$ cat config.mk
export PLATFORM = sky130hd
export DESIGN_NAME = mem_arbiter
export DESIGN_NICKNAME = d
export VERILOG_FILES = /design/src/rtl/mem_arb_pkg.sv /design/src/rtl/mem_arb_starve.sv /design/src/rtl/mem_arbiter.sv
export SDC_FILE = /design/constraint.sdc
export NUM_CORES = 1
export LEC_CHECK = 0
export ABC_AREA = 1
export CAP_MARGIN = 20
export CORE_MARGIN = 1.5
export CORE_UTILIZATION = 39
export CTS_CLUSTER_DIAMETER = 40
export DETAILED_ROUTE_END_ITERATION = 8
export GPL_TIMING_DRIVEN = 0
export PLACE_DENSITY = 0.95
export SYNTH_ARGS = -nofsm -noshare
export SYNTH_HDL_FRONTEND = slang
export SYNTH_SLANG_ARGS = --single-unit
$ cat constraint.sdc
create_clock -name clk -period 2.44 [get_ports clk]
set_input_delay 0.244 -clock clk [delete_from_list [all_inputs] [get_ports clk]]
set_output_delay 0.244 -clock clk [all_outputs]
set_load 0.03 [all_outputs]
$ cat src/rtl/mem_arb_pkg.sv
// Shared definitions for the memory arbiter: FSM states, requester ids and
// default widths.
package mem_arb_pkg;

    localparam int DEF_ADDR_W     = 7;
    localparam int DEF_DATA_W     = 32;
    localparam int DEF_STARVE_MAX = 4;
    localparam int STARVE_CNT_W   = 4;
    localparam int STAT_W         = 16;

    // Arbiter operating mode
    typedef enum logic [1:0] {
        RUN   = 2'd0,
        LOAD  = 2'd1,
        DRAIN = 2'd2
    } arb_state_e;

    // Which requester owns the memory port this cycle
    typedef enum logic [1:0] {
        REQ_NONE = 2'd0,
        REQ_LD   = 2'd1,
        REQ_IF   = 2'd2,
        REQ_DM   = 2'd3
    } req_id_e;

endpackage

$ cat src/rtl/mem_arb_starve.sv
// Fetch starvation tracker: counts consecutive RUN cycles in which fetch asks
// but is refused, saturating at STARVE_MAX. The override flag lets fetch beat
// the data port once the count reaches the limit.
module mem_arb_starve
    import mem_arb_pkg::*;
#(
    parameter int STARVE_MAX = DEF_STARVE_MAX
) (
    input  logic clk,
    input  logic rst_n,
    input  logic i_run,
    input  logic i_if_req,
    input  logic i_if_gnt,
    output logic o_override
);

    localparam logic [STARVE_CNT_W-1:0] LP_MAX = STARVE_CNT_W'(STARVE_MAX);

    logic [STARVE_CNT_W-1:0] r_cnt;

    // Count refused fetch cycles while running; any grant or idle fetch clears
    always_ff @(posedge clk or negedge rst_n) begin
        if (!rst_n) begin
            r_cnt <= '0;
        end else if (i_run) begin
            if (i_if_req && !i_if_gnt) begin
                if (r_cnt < LP_MAX) begin
                    r_cnt <= r_cnt + 1'b1;
                end
            end else begin
                r_cnt <= '0;
            end
        end
    end

    assign o_override = (r_cnt == LP_MAX);

endmodule

$ cat src/rtl/mem_arbiter.sv
// Single-port memory arbiter shared by a program loader, instruction fetch
// and the data stage. While the loader is active the core is held off; once
// the load ends a one-cycle DRAIN state pulses core_restart.
// Optional build macro MEM_ARBITER_STATS_EN adds saturating stall/op counters.
module mem_arbiter
    import mem_arb_pkg::*;
#(
    parameter int ADDR_W     = DEF_ADDR_W,
    parameter int DATA_W     = DEF_DATA_W,
    parameter int STARVE_MAX = DEF_STARVE_MAX
) (
    input  logic              clk,
    input  logic              rst_n,
    input  logic              ld_req,
    input  logic [ADDR_W-1:0] ld_addr,
    input  logic [DATA_W-1:0] ld_wdata,
    output logic              ld_gnt,
    input  logic              if_req,
    input  logic [ADDR_W-1:0] if_addr,
    output logic              if_gnt,
    output logic              if_rvalid,
    output logic [DATA_W-1:0] if_rdata,
    input  logic              dm_req,
    input  logic              dm_we,
    input  logic [ADDR_W-1:0] dm_addr,
    input  logic [DATA_W-1:0] dm_wdata,
    output logic              dm_gnt,
    output logic              dm_rvalid,
    output logic [DATA_W-1:0] dm_rdata,
    output logic              mem_en,
    output logic              mem_we,
    output logic [ADDR_W-1:0] mem_addr,
    output logic [DATA_W-1:0] mem_wdata,
    input  logic [DATA_W-1:0] mem_rdata,
    output logic              stall_if,
    output logic              core_restart
`ifdef MEM_ARBITER_STATS_EN
    ,
    output logic [STAT_W-1:0] stat_if_stall,
    output logic [STAT_W-1:0] stat_dm_ops
`endif
);

    arb_state_e        r_state;
    arb_state_e        w_state_nxt;
    req_id_e           w_owner;
    logic              w_override;
    logic              r_if_vld_p1;
    logic              r_dm_vld_p1;
    logic [DATA_W-1:0] r_if_rdata_hold;
    logic [DATA_W-1:0] r_dm_rdata_hold;

    mem_arb_starve #(
        .STARVE_MAX (STARVE_MAX)
    ) u_starve (
        .clk        (clk),
        .rst_n      (rst_n),
        .i_run      (r_state == RUN),
        .i_if_req   (if_req),
        .i_if_gnt   (if_gnt),
        .o_override (w_override)
    );

    // Mode register
    always_ff @(posedge clk or negedge rst_n) begin
        if (!rst_n) begin
            r_state <= RUN;
        end else begin
            r_state <= w_state_nxt;
        end
    end

    // Mode sequencing: a load request moves to LOAD next cycle, the end of
    // the burst passes through a single DRAIN cycle back to RUN
    always_comb begin
        w_state_nxt = r_state;
        case (r_state)
            RUN:     if (ld_req)  w_state_nxt = LOAD;
            LOAD:    if (!ld_req) w_state_nxt = DRAIN;
            DRAIN:   w_state_nxt = RUN;
            default: w_state_nxt = RUN;
        endcase
    end

    // Pick the owner of the memory port; everything is held off while in
    // reset so the outputs drop the moment rst_n falls
    always_comb begin
        w_owner      = REQ_NONE;
        stall_if     = 1'b0;
        core_restart = 1'b0;
        if (rst_n) begin
            case (r_state)
                RUN: begin
                    // A pending load request blocks all grants this cycle
                    if (!ld_req) begin
                        if (if_req && (!dm_req || w_override)) begin
                            w_owner = REQ_IF;
                        end else if (dm_req) begin
                            w_owner = REQ_DM;
                        end
                    end
                    stall_if = if_req && (w_owner != REQ_IF);
                end
                LOAD: begin
                    stall_if = 1'b1;
                    if (ld_req) begin
                        w_owner = REQ_LD;
                    end
                end
                DRAIN: begin
                    stall_if     = 1'b1;
                    core_restart = 1'b1;
                end
                default: begin
                    w_owner = REQ_NONE;
                end
            endcase
        end
    end

    // Drive grants and the memory port from the chosen owner
    always_comb begin
        ld_gnt    = (w_owner == REQ_LD);
        if_gnt    = (w_owner == REQ_IF);
        dm_gnt    = (w_owner == REQ_DM);
        mem_en    = (w_owner != REQ_NONE);
        mem_we    = 1'b0;
        mem_addr  = '0;
        mem_wdata = '0;
        case (w_owner)
            REQ_LD: begin
                mem_we    = 1'b1;
                mem_addr  = ld_addr;
                mem_wdata = ld_wdata;
            end
            REQ_IF: begin
                mem_addr  = if_addr;
                mem_wdata = dm_wdata;
            end
            REQ_DM: begin
                mem_we    = dm_we;
                mem_addr  = dm_addr;
                mem_wdata = dm_wdata;
            end
            default: begin
                mem_we = 1'b0;
            end
        endcase
    end

    // Read-return tracking: memory answers one cycle after the grant, and
    // this path ignores the mode so reads in flight at LOAD entry complete
    always_ff @(posedge clk or negedge rst_n) begin
        if (!rst_n) begin
            r_if_vld_p1 <= 1'b0;
            r_dm_vld_p1 <= 1'b0;
        end else begin
            r_if_vld_p1 <= if_gnt;
            r_dm_vld_p1 <= dm_gnt && !dm_we;
        end
    end

    // Capture returned words so rdata holds steady between returns
    always_ff @(posedge clk or negedge rst_n) begin
        if (!rst_n) begin
            r_if_rdata_hold <= '0;
            r_dm_rdata_hold <= '0;
        end else begin
            if (r_if_vld_p1) r_if_rdata_hold <= mem_rdata;
            if (r_dm_vld_p1) r_dm_rdata_hold <= mem_rdata;
        end
    end

    assign if_rvalid = r_if_vld_p1;
    assign dm_rvalid = r_dm_vld_p1;
    assign if_rdata  = r_if_vld_p1 ? mem_rdata : r_if_rdata_hold;
    assign dm_rdata  = r_dm_vld_p1 ? mem_rdata : r_dm_rdata_hold;

`ifdef MEM_ARBITER_STATS_EN
    logic [STAT_W-1:0] r_stat_if_stall;
    logic [STAT_W-1:0] r_stat_dm_ops;

    // Saturating counters of fetch stalls in RUN and data-port grants
    always_ff @(posedge clk or negedge rst_n) begin
        if (!rst_n) begin
            r_stat_if_stall <= '0;
            r_stat_dm_ops   <= '0;
        end else begin
            if ((r_state == RUN) && stall_if && (r_stat_if_stall != '1)) begin
                r_stat_if_stall <= r_stat_if_stall + 1'b1;
            end
            if (dm_gnt && (r_stat_dm_ops != '1)) begin
                r_stat_dm_ops <= r_stat_dm_ops + 1'b1;
            end
        end
    end

    assign stat_if_stall = r_stat_if_stall;
    assign stat_dm_ops   = r_stat_dm_ops;
`endif

endmodule
## Word-level counts from Yosys, hierarchy flattened

Index checks and enable logic that the tools add are counted.

- Flip-flop bits (word level): 72
- Bits of input ports: 123
- Output and inout port bits: 112
- Word-level logic and storage cells: 54

- Add/sub/neg operators: 1
- Magnitude comparators: 1
- Equal/unequal tests: 10
- Muxes and demuxes: 22
- Reductions and logical operators: 14

Operators with widths:

| cell | number |
|---|---|
| 32-bit two-way mux | 2 |
| 32-bit case mux with 2 select lines | 1 |
| 7-bit case mux with 3 select lines | 1 |
| 2-bit two-way mux | 8 |
| 4-bit two-way mux | 2 |
| 2-bit != test (second input constant) | 4 |
| 2-bit case mux with 2 select lines | 2 |
| 2-bit equality test (second input constant) | 3 |
| 4-bit by 1-bit adder with 4-bit output (second input constant) | 1 |
| 2-bit by 1-bit equality test with 1-bit output (second input constant) | 2 |
| 4-bit by 3-bit equality test with 1-bit output (second input constant) | 1 |
| 1-bit logical AND | 4 |
| 4-bit by 3-bit < comparator with 1-bit output (second input constant) | 1 |
| 1-bit two-way mux | 4 |
| 1-bit case mux with 2 select lines | 2 |
| 2-bit AND reduction | 2 |
| 2-bit OR reduction | 2 |
| 1-bit logical NOT | 3 |
| 2-bit logical NOT | 1 |
| 2-bit nonzero test | 1 |
| 1-bit logical OR | 1 |

## Depth between registers and ports, before layout

Gate-level depths: netlist of run 1.

- Depth in word-level cells: 14
- Gate-level depth with buffers: 12
- Mapped depth without buffers: 11

## By module

A second synthesis of run 1 with hierarchy kept.

- Cells, all modules: 350
- Area total of the unflattened synthesis: 3716.1 sq um

Modules (own cells, without submodules):

| module | times used | cells each | area each (sq um) | sequential area each (sq um) |
|---|---|---|---|---|
| mem_arbiter | 1 | 320 | 3475.8 | 1701.6 |
| mem_arb_starve | 1 | 30 | 240.2 | 100.1 |

## Worst setup path after synthesis of run 1

No wires, ideal clock.

- Path type: reg2out
- Start point: register r_state[0]
- End point: output port mem_addr[0]
- Data arrival time: 1849 ps
- Data required time: 2196 ps
- Path slack: 347 ps
- Stages on the path, launching flop included: 12
- Path buffers: 1
- Cell sequence: dfrtp_1 -> inv_1 -> ha_1 -> buf_4 -> inv_2 -> nor2_2 -> nand2_2 -> nor2_8 -> nand2_1 -> clkinv_1 -> nand2_1 -> nand3_1

- Cells in the longest elaborated chain, start to end: 5
- Elaborated cells on any way between the ends: 8
- Those cells by class: eq/ne: 4; mux: 3; reduce/logical: 1

Ends and longest elaborated chain:

| element | RTL line | source |
|---|---|---|
| start, declared | mem_arbiter.sv:44 | `arb_state_e r_state;` |
| start signal, assigned | mem_arbiter.sv:69 | `r_state <= w_state_nxt;` |
| 2-bit by 1-bit equality test with 1-bit output / 2-bit logical NOT (equally long branches) | mem_arbiter.sv:92 | `case (r_state)` |
| 2-bit case mux with 2 select lines (*) | mem_arbiter.sv:92 |  |
| 2-bit two-way mux (*) | mem_arbiter.sv:91 | `if (rst_n) begin` |
| 2-bit equality test (*) | - |  |
| via dm_gnt | mem_arbiter.sv:27 | `output logic dm_gnt,` |
| 7-bit case mux with 3 select lines (*) | mem_arbiter.sv:130 | `case (w_owner)` |
| end, declared | mem_arbiter.sv:32 | `output logic [ADDR_W-1:0] mem_addr,` |

The timed path passes the listed nets; every way through them passes the cells marked *.

## Final worst setup path of run 1

- Start point: register r_dm_vld_p1, in the netlist dm_rvalid
- End point: output port dm_rdata[24]

- Cells in the longest elaborated chain, start to end: 1

Ends and longest elaborated chain:

| element | RTL line | source |
|---|---|---|
| start, declared | mem_arbiter.sv:49 | `logic r_dm_vld_p1;` |
| start signal, assigned | mem_arbiter.sv:159 | `r_dm_vld_p1 <= dm_gnt && !dm_we;` |
| 32-bit two-way mux | mem_arbiter.sv:177 | `assign dm_rdata = r_dm_vld_p1 ? mem_rdata : r_dm_rdata_hold;` |
| end, declared | mem_arbiter.sv:29 | `output logic [DATA_W-1:0] dm_rdata,` |

Every way passes these cells.

==> summary.md, run 1 <==
| Metric | Value |
|---|---|
| Outcome | `completed` |
| Total number of vias | `3507` |
| Maximum buffer depth of the clock tree | `2` |
| Initial antenna violation count | `0` |
| # nets final | `between 700 and 800` |
| Starting density of the core | `40.62%` |
| Total gr overflow | `0` |
| Clock period minus final worst setup slack | `~2.3 ns` |
| Portion of the post-synthesis area used by sequential elements | `50.62%` |
| Net load switching power | `between 3000 and 4000 µW` |
| H-tree level count | `3` |
| Fill cell total of the finished layout | `roughly 550` |
| Post-detailed-route DRC marker count | `0` |
| Kind of start point of the critical path | `register` |
| Most used standard cells in the synthesized netlist | `112 x sky130_fd_sc_hd__nand2_1, 72 x sky130_fd_sc_hd__dfrtp_1, 60 x sky130_fd_sc_hd__mux2_2` |
| Setup-violating endpoint count in the final report | `0` |
| DPL Wire Length | `9921 µm` |
| Max-cap violations | `0` |
| Clock tree from TritonCTS | `yes` |
| Required time at the endpoint of the critical path | `2.20 ns` |
| Total clock sinks | `just over 70` |
| Area of the mapped netlist | `3560 µm²` |
| Cell types occupying the most area after synthesis | `sky130_fd_sc_hd__dfrtp_1 51%, sky130_fd_sc_hd__mux2_2 19%, sky130_fd_sc_hd__nand2_1 12%` |
| Area inside the core boundary | `~9000 µm²` |
| Die Outline Area | `9709 µm²` |
| Logic pwr share | `between 50 and 60%` |
| Diode insertion count for antenna repair | `0` |
| Number of synthesized flops with an enable pin | `0` |
| Aggregate global-route resource usage | `26.32%` |
| VDD IR max | `between 0.0004 and 0.0005 V` |
| Cell area reported after detailed placement | `slightly above 6000 µm²` |
| Detail Route Antenna Nets | `0` |
| Insertion delay to the later sink of the worst-skew pair | `approximately 0.34 ns` |
| Accumulated negative setup slack | `0 ns` |
| Most instantiated library cell after synthesis | `sky130_fd_sc_hd__nand2_1` |
| Avg Inst Size Synth | `~10 µm²` |
| Gate count of the mapped netlist | `between 300 and 400` |
| DR pass1 iterations | `4` |
| Critical path start-end classification | `reg2out` |
| Highest achievable clock rate | `427.0 MHz` |
| Type of the tightest min-delay check | `reg2reg` |
| Leakage power figure | `between 0.003 and 0.004 µW` |
| Die Span Y | `roughly 100 µm` |
| Final std cell area, no fill | `around 6600 µm²` |
| Post-route clock skew | `approximately 0.014 ns` |
| Register-to-register setup slack | `~0.82 ns` |
| Placement Rows | `34` |
| Cell internal pwr | `around 4200 µW` |
| Sequential share of power | `25.3%` |
| Cell type with the highest aggregate area in the netlist | `sky130_fd_sc_hd__dfrtp_1` |
| Pin count of the biggest net entering global routing | `74` |
| Ports | `235` |
| Post-synthesis async set-or-reset flop share | `100.0%` |
| Number of port buffers | `roughly 230` |
| Count of pins over their slew limit | `0` |
| Arr. time, crit path | `2.10 ns` |
| Category of the worst setup path capture point | `output pin` |
| Post-CTS clock slew at the launch and capture registers of the worst setup and hold paths | `approximately 0.08 ns` |
| Total power | `7187 µW` |
| Slew margin rel. | `between 70% and 80%` |
| Portion of total power attributed to the clock network | `16.2%` |
| Vias in the first global route | `about 3.7k` |
| Total wire length | `between 10000 and 15000 µm` |
| Final number of hold-violating endpoints | `0` |
| Power per Cell Area | `approximately 1100 nW/µm²` |
| Synthesized Nets | `471` |
| Count of different cell masters after synthesis | `25` |
| Tcrit/Tclk final | `between 90% and 100%` |
| Switching part of the total power | `between 40% and 50%` |
| DR WL/cell | `around 18 µm` |
| Post-detailed-route via-to-cell ratio | `approximately 4.9` |
| Synth Warn # | `0` |
| Setup slack after layout | `0.09785 ns` |
| First-pass GRT wire length | `slightly below 20000 µm` |
| Num CTS Buffers | `9` |
| Yosys top cell area share | `around 51%` |
| Place WS | `-0.8155 ns` |
| Fraction of final layout cells with drive strength greater than 1 | `32.02%` |
| Flip-flop cell with the highest count after synthesis | `sky130_fd_sc_hd__dfrtp_1` |
| Initial DRC count | `a little over 80` |
| CTS Root Cell | `sky130_fd_sc_hd__clkbuf_8` |
| CP max FO | `10` |
| Yosys reg bits | `72` |
| Synth-to-Final Area Change | `84.60%` |
| Slew of the pin with the lowest slew margin | `~0.37 ns` |
| Die outline width | `98.54 µm` |
| Placer's final routability congestion estimate | `0.8547` |
metrics by stage:
stage / hold WS, ns / util [%] / cells
final: 0.4995 / 74.99 / 717
after global routing: 0.4989 / 74.99 / 717
after CTS: -0.1397 / 71.84 / 706
after detailed placement: 0.4246 / 68.86 / 683
after global placement: 0.4635 / 68.89 / 683
after floorplan: -0.05159 / - / 341
path summary, 6_finish.rpt:
check / from / end / cells after the start
worst max-delay path: dm_rvalid$_DFF_PN0_ / dm_rdata[24] / 3
worst min-delay path: r_dm_rdata_hold[9]$_DFF_PN0_ / r_dm_rdata_hold[9]$_DFF_PN0_ / 1
worst max register to register: r_state[1]$_DFFE_PN0P_ / u_starve.r_cnt[1]$_DFFE_PN0P_ / 12
worst min register to register: r_dm_rdata_hold[9]$_DFF_PN0_ / r_dm_rdata_hold[9]$_DFF_PN0_ / 1
max in group asynchronous: rst_n / r_if_rdata_hold[25]$_DFF_PN0_ / 3
min in group asynchronous: rst_n / r_dm_rdata_hold[14]$_DFF_PN0_ / 3
power groups by stage:
stage / combinational, µW / sequential, µW / clock, µW
global placement: 3880 / 1790 / 0
floorplan: 2330 / 1770 / 0
finish: 4200 / 1820 / 1160
CTS: 4060 / 1810 / 1190
global route: 4410 / 1870 / 1250
detailed placement: 3990 / 1840 / 0
cell families (layout without fill, tap and decap cells):
logic type / after synthesis / after routing / synth area share (%)
and+or+nand+nor: 156 / 156 / 20.32
DFF: 72 / 72 / 50.62
muxes: 64 / 64 / 20.25
buffers and inverters: 32 / 300 / 4.780
AOI/OAI and AO/OA: 9 / 9 / 1.336
adders and majority gates: 7 / 7 / 2.460
xor gates and xnor gates: 1 / 1 / 0.2461
critical path, cell delays in order, from the launching register on:
cell and delay, ns:
sky130_fd_sc_hd__dfrtp_1 0.47, sky130_fd_sc_hd__clkbuf_4 0.29, sky130_fd_sc_hd__mux2_2 0.37, sky130_fd_sc_hd__clkdlybuf4s50_1 0.63
registers in the layout (all words and copies together) (netlist names):
name and cells:
dm_rvalid 1, r_dm_rdata_hold 32, if_rvalid 1, r_state 2, r_if_rdata_hold 32, u_starve.r_cnt 4
cell usage in the layout, fill, tap and decap left out, types with 4 or more instances in the layout:
master                            instances
sky130_fd_sc_hd__a21oi_1                  6
sky130_fd_sc_hd__nand4_1                  8
sky130_fd_sc_hd__buf_4                   28
sky130_fd_sc_hd__buf_2                    9
sky130_fd_sc_hd__mux2_1                   4
sky130_fd_sc_hd__nor2_1                   9
sky130_fd_sc_hd__nand2_2                 20
sky130_fd_sc_hd__buf_6                   22
sky130_fd_sc_hd__clkbuf_4                11
sky130_fd_sc_hd__clkdlybuf4s50_1        179
sky130_fd_sc_hd__inv_1                    9
sky130_fd_sc_hd__nand2_1                102
sky130_fd_sc_hd__nand3_2                  5
sky130_fd_sc_hd__mux2_2                  60
sky130_fd_sc_hd__ha_1                     5
sky130_fd_sc_hd__dlymetal6s2s_1           8
sky130_fd_sc_hd__clkbuf_8                 9
sky130_fd_sc_hd__dfrtp_1                 72
timing repair:
| action | in CTS | in global routing |
|---|---|---|
| gates resized for setup | 247 | 80 |
| endpoints found under the hold margin | 72 | 72 |
| buffers inserted | 7 | 8 |
| endpoints found under the setup margin | 106 | 102 |
| pin swaps | 10 | 10 |
| cloned | 0 | 3 |
cell type report:
type / instances / area [µm²] / share of cell area, %
Clock buffer: 9 / 123.9 / 1.885
Sequential cell: 72 / 1802 / 27.42
Multi-Input combinational cell: 237 / 1677 / 25.51
Buffer: 14 / 130.1 / 1.980
Tap cell: 108 / 135.1 / 2.056
Timing Repair Buffer: 254 / 2502 / 38.08
Inverter: 16 / 76.32 / 1.161
Clock inverter: 7 / 125.1 / 1.904
layer usage:
layer / track usage [%] / vias to the layer above / wire, µm
met3: 6.809 / 25 / 906
li1: - / 1630 / -
met4: 11.27 / 0 / 400
met5: 0 / - / 0
met2: 47.89 / 181 / 6734
met1: 28.87 / 1671 / 4811
No activity file was read; power rests on OpenSTA's default activity.
==> inputs of run 2 (changes only) <==
Settings changed: CAP_MARGIN 20 to 25.
==> results of run 2 <==
No change in the layout: final DEF, timing and power equal those of run 1.
==> inputs of run 3 (changes only) <==
Settings changed: CORE_UTILIZATION 39 to 33, PLACE_DENSITY 0.95 to 0.89.
Clock period 2.44 ns to 2.11 ns, I/O delays scaled along.
==> summary.md, run 3 (synthesis results as in run 1) <==
| Metric | Value |
|---|---|
| Register-to-register setup slack | `0.25 ns (-0.57 ns)` |
| Post-CTS clock slew at the launch and capture registers of the worst setup and hold paths | `0.07 ns (about the same)` |
| Diode insertion count for antenna repair | `0 (unchanged)` |
| Detail Route Antenna Nets | `0 (unchanged)` |
| Area inside the core boundary | `10420 µm² (+19%)` |
| Die Outline Area | `11420 µm² (+18%)` |
| Count of pins over their slew limit | `0 (unchanged)` |
| DPL Wire Length | `9577 µm (-3.5%)` |
| Ports | `235 (unchanged)` |
| Registers with the most flip-flops | `r_dm_rdata_hold x32, r_if_rdata_hold x32, u_starve.r_cnt x4` |
| Cells traversed along the worst timing path | `inv_2 > ha_4 > inv_4 > nor2_4 > nand2_4 > nor2_8 > buf_12 > nor2_8 > buf_6 > buf_6 > nand2_1 > nand2_1 > buf_6` |
| Insertion delay to the later sink of the worst-skew pair | `0.34 ns (about the same)` |
| Post-detailed-route via-to-cell ratio | `4.657 (-4.8%)` |
| CTS Root Cell | `sky130_fd_sc_hd__clkbuf_8` |
| First-pass GRT wire length | `18950 µm (-3.7%)` |
| Fraction of final layout cells with drive strength greater than 1 | `43.11% (+11 points)` |
| Worst Hold Slack | `-0.2435 ns (-0.7430 ns)` |
| Placement Rows | `37 (+8.8%)` |
| Placer's final routability congestion estimate | `0.8865 (+3.7%)` |
| Kind of start point of the critical path | `register` |
| Endpoint of the most critical register-to-register path | `u_starve.r_cnt[1]$_DFFE_PN0P_` |
| Category of the worst setup path capture point | `output pin` |
| Total area of multi-input combinational cells | `1872 µm² (+12%)` |
| Sequential cell area in the final layout | `1803 µm² (about the same)` |
| CP max FO | `5 (-5)` |
| Critical path start-end classification | `reg2out` |
| Setup slack after layout | `-0.1844 ns (-0.2822 ns)` |
| Outcome | `complete, but fails checks` |
| Total number of vias | `3539 (+0.91%)` |
| Leakage power figure | `0.003428 µW (+7.0%)` |
| Vias in the first global route | `3673 (-1.6%)` |
| DR WL/cell | `16.91 µm (-5.7%)` |
| Total gr overflow | `0 (unchanged)` |
| Number of port buffers | `234 (unchanged)` |
| Power per Cell Area | `1162 nW/µm² (+6.2%)` |
| Clock tree from TritonCTS | `yes` |
| Number of cells on the critical path | `13 (+10)` |
| WP buf/inv | `6 (+4)` |
| Pin count of the biggest net entering global routing | `74 (unchanged)` |
| Max-cap violations | `0 (unchanged)` |
| DR pass1 iterations | `4 (unchanged)` |
| Total wire length | `12850 µm (about the same)` |
| R2r startpoint | `r_state[1]$_DFFE_PN0P_` |
| Post-route clock skew | `0.006368 ns (-0.007643 ns)` |
| Die outline width | `106.9 µm (+8.4%)` |
| Cell area reported after detailed placement | `6070 µm² (+0.58%)` |
| Largest incremental delay on the critical path | `0.40 ns (-0.23 ns)` |
| CP delay by family, top | `buffers and inverters` |
| Slowest stage cell on the critical path | `sky130_fd_sc_hd__dfrtp_1` |
| Violations in the final reports | `negative hold slack, negative setup slack` |
| VDD IR max | `0.0006429 V (+49%)` |
| Commonest cells after routing, fill and taps aside | `128 x sky130_fd_sc_hd__clkdlybuf4s50_1, 71 x sky130_fd_sc_hd__dfrtp_1, 68 x sky130_fd_sc_hd__nand2_2` |
| Slew margin rel. | `74.53% (-0.41 points)` |
| Core utilization of the finished layout | `66.55% (-8.4 points)` |
| Die Span Y | `106.9 µm (+8.4%)` |
| Fill cell total of the finished layout | `802 (+46%)` |
| Initial antenna violation count | `0 (unchanged)` |
| Synth-to-Final Area Change | `94.73%` |
| Starting density of the core | `34.17% (-6.4 points)` |
| Initial DRC count | `161 (+96%)` |
| Type of the tightest min-delay check | `in2async` |
| Final std cell area, no fill | `6932 µm² (+5.5%)` |
| Clock period minus final worst setup slack | `2.294 ns` |
| # nets final | `749 (+2.0%)` |
| Required time at the endpoint of the critical path | `1.90 ns (-0.30 ns)` |
| H-tree level count | `3 (unchanged)` |
| Setup-violating endpoint count in the final report | `42 (+42)` |
| Tcrit/Tclk final | `108.7%` |
| Place WS | `-1.143 ns (-0.3275 ns)` |
| Arr. time, crit path | `2.08 ns (-0.02 ns)` |
| Aggregate global-route resource usage | `21.95% (-4.4 points)` |
| Most common cell on crit path | `sky130_fd_sc_hd__buf_6` |
| Slew of the pin with the lowest slew margin | `0.3781 ns (+0.006160 ns)` |
| Leading cell type in the layout, fill and taps excluded | `sky130_fd_sc_hd__clkdlybuf4s50_1` |
| Maximum buffer depth of the clock tree | `2 (unchanged)` |
| Worst Reg-to-Reg Cells | `13 (+1)` |
| Num CTS Buffers | `9 (unchanged)` |
| Unrepaired setup endpoints after global routing | `true` |
| Post-detailed-route DRC marker count | `0 (unchanged)` |
| Final number of hold-violating endpoints | `72 (+72)` |
| Total clock sinks | `72 (unchanged)` |
| Highest achievable clock rate | `435.8 MHz` |
-- run 3: changes by cell type in the layout (fill, tap and decap cells not counted), sizes merged --
| cell | before | now |
|---|---|---|
| nor2 | 12 | 13 |
| dlygate4sd3 | 1 | 0 |
| dlygate4sd2 | 3 | 60 |
| buf | 62 | 93 |
| clkdlybuf4s15 | 2 | 0 |
| clkdlybuf4s50 | 179 | 128 |
| clkbuf | 22 | 12 |
| dlymetal6s2s | 8 | 0 |
| bufinv | 3 | 1 |
-- run 3: cell type report --
type	count	share of cell area (%)
sequential	72	26.01
multi-input combinational	238	27.00
tap	136	2.455
timing repair buffer	269	38.65
clock inverter	4	0.7401
inverter	16	1.119
timing repair inverter	1	0.1264
clock buffer	12	2.238
buffer	12	1.661
-- run 3: metal layers --
metal | global-route usage [%] | up-vias | wire length [µm]
met5 | 0 | - | 0
met4 | 11.43 | 0 | 547
met3 | 6.079 | 31 | 887
met2 | 40.84 | 167 | 6851
met1 | 22.14 | 1680 | 4566
li1 | - | 1661 | -
-- run 3: worst max path at each step --
stage / slack, ns / endpoint / startpoint
2_1_floorplan: 0.05 / mem_addr[0] / r_state[0]$_DFFE_PN0P_
3_3_place_gp: -3.29 / mem_addr[3] / rst_n
3_5_place_dp: -1.14 / mem_addr[3] / rst_n
4_1_cts: -0.23 / mem_addr[1] / r_state[1]$_DFFE_PN0P_
5_1_grt: -0.30 / mem_wdata[11] / r_state[1]$_DFFE_PN0P_
6_report: -0.18 / mem_wdata[11] / r_state[1]$_DFFE_PN0P_
-- run 3: repair_timing --
item                                   in CTS  in global routing
setup endpoints to repair                 110                 46
buffers inserted                           17                 15
gates cloned                                6                  0
pin swaps                                  31                 23
resized for setup                         451                 52
endpoints found under the hold margin      72                 72
-- run 3: per-stage QoR --
stage | hold slack [ns] | cells | total power (µW) | setup TNS [ns]
after floorplan | -0.08459 | 341 | 4739 | 0
after global placement | 0.4656 | 711 | 6589 | -260.70
after detailed placement | 0.3949 | 711 | 6727 | -42.98
after CTS | -0.2361 | 748 | 7920 | -6.950
after global routing | -0.2267 | 760 | 8478 | -10.73
final | -0.2435 | 760 | 8054 | -5.961
-- run 3: where the power goes --
group	internal [µW]	leakage (µW)	switching, µW
Combinational	2040	0.00241	2840
Clock	613	0.000103	487
Sequential	1910	0.000915	162
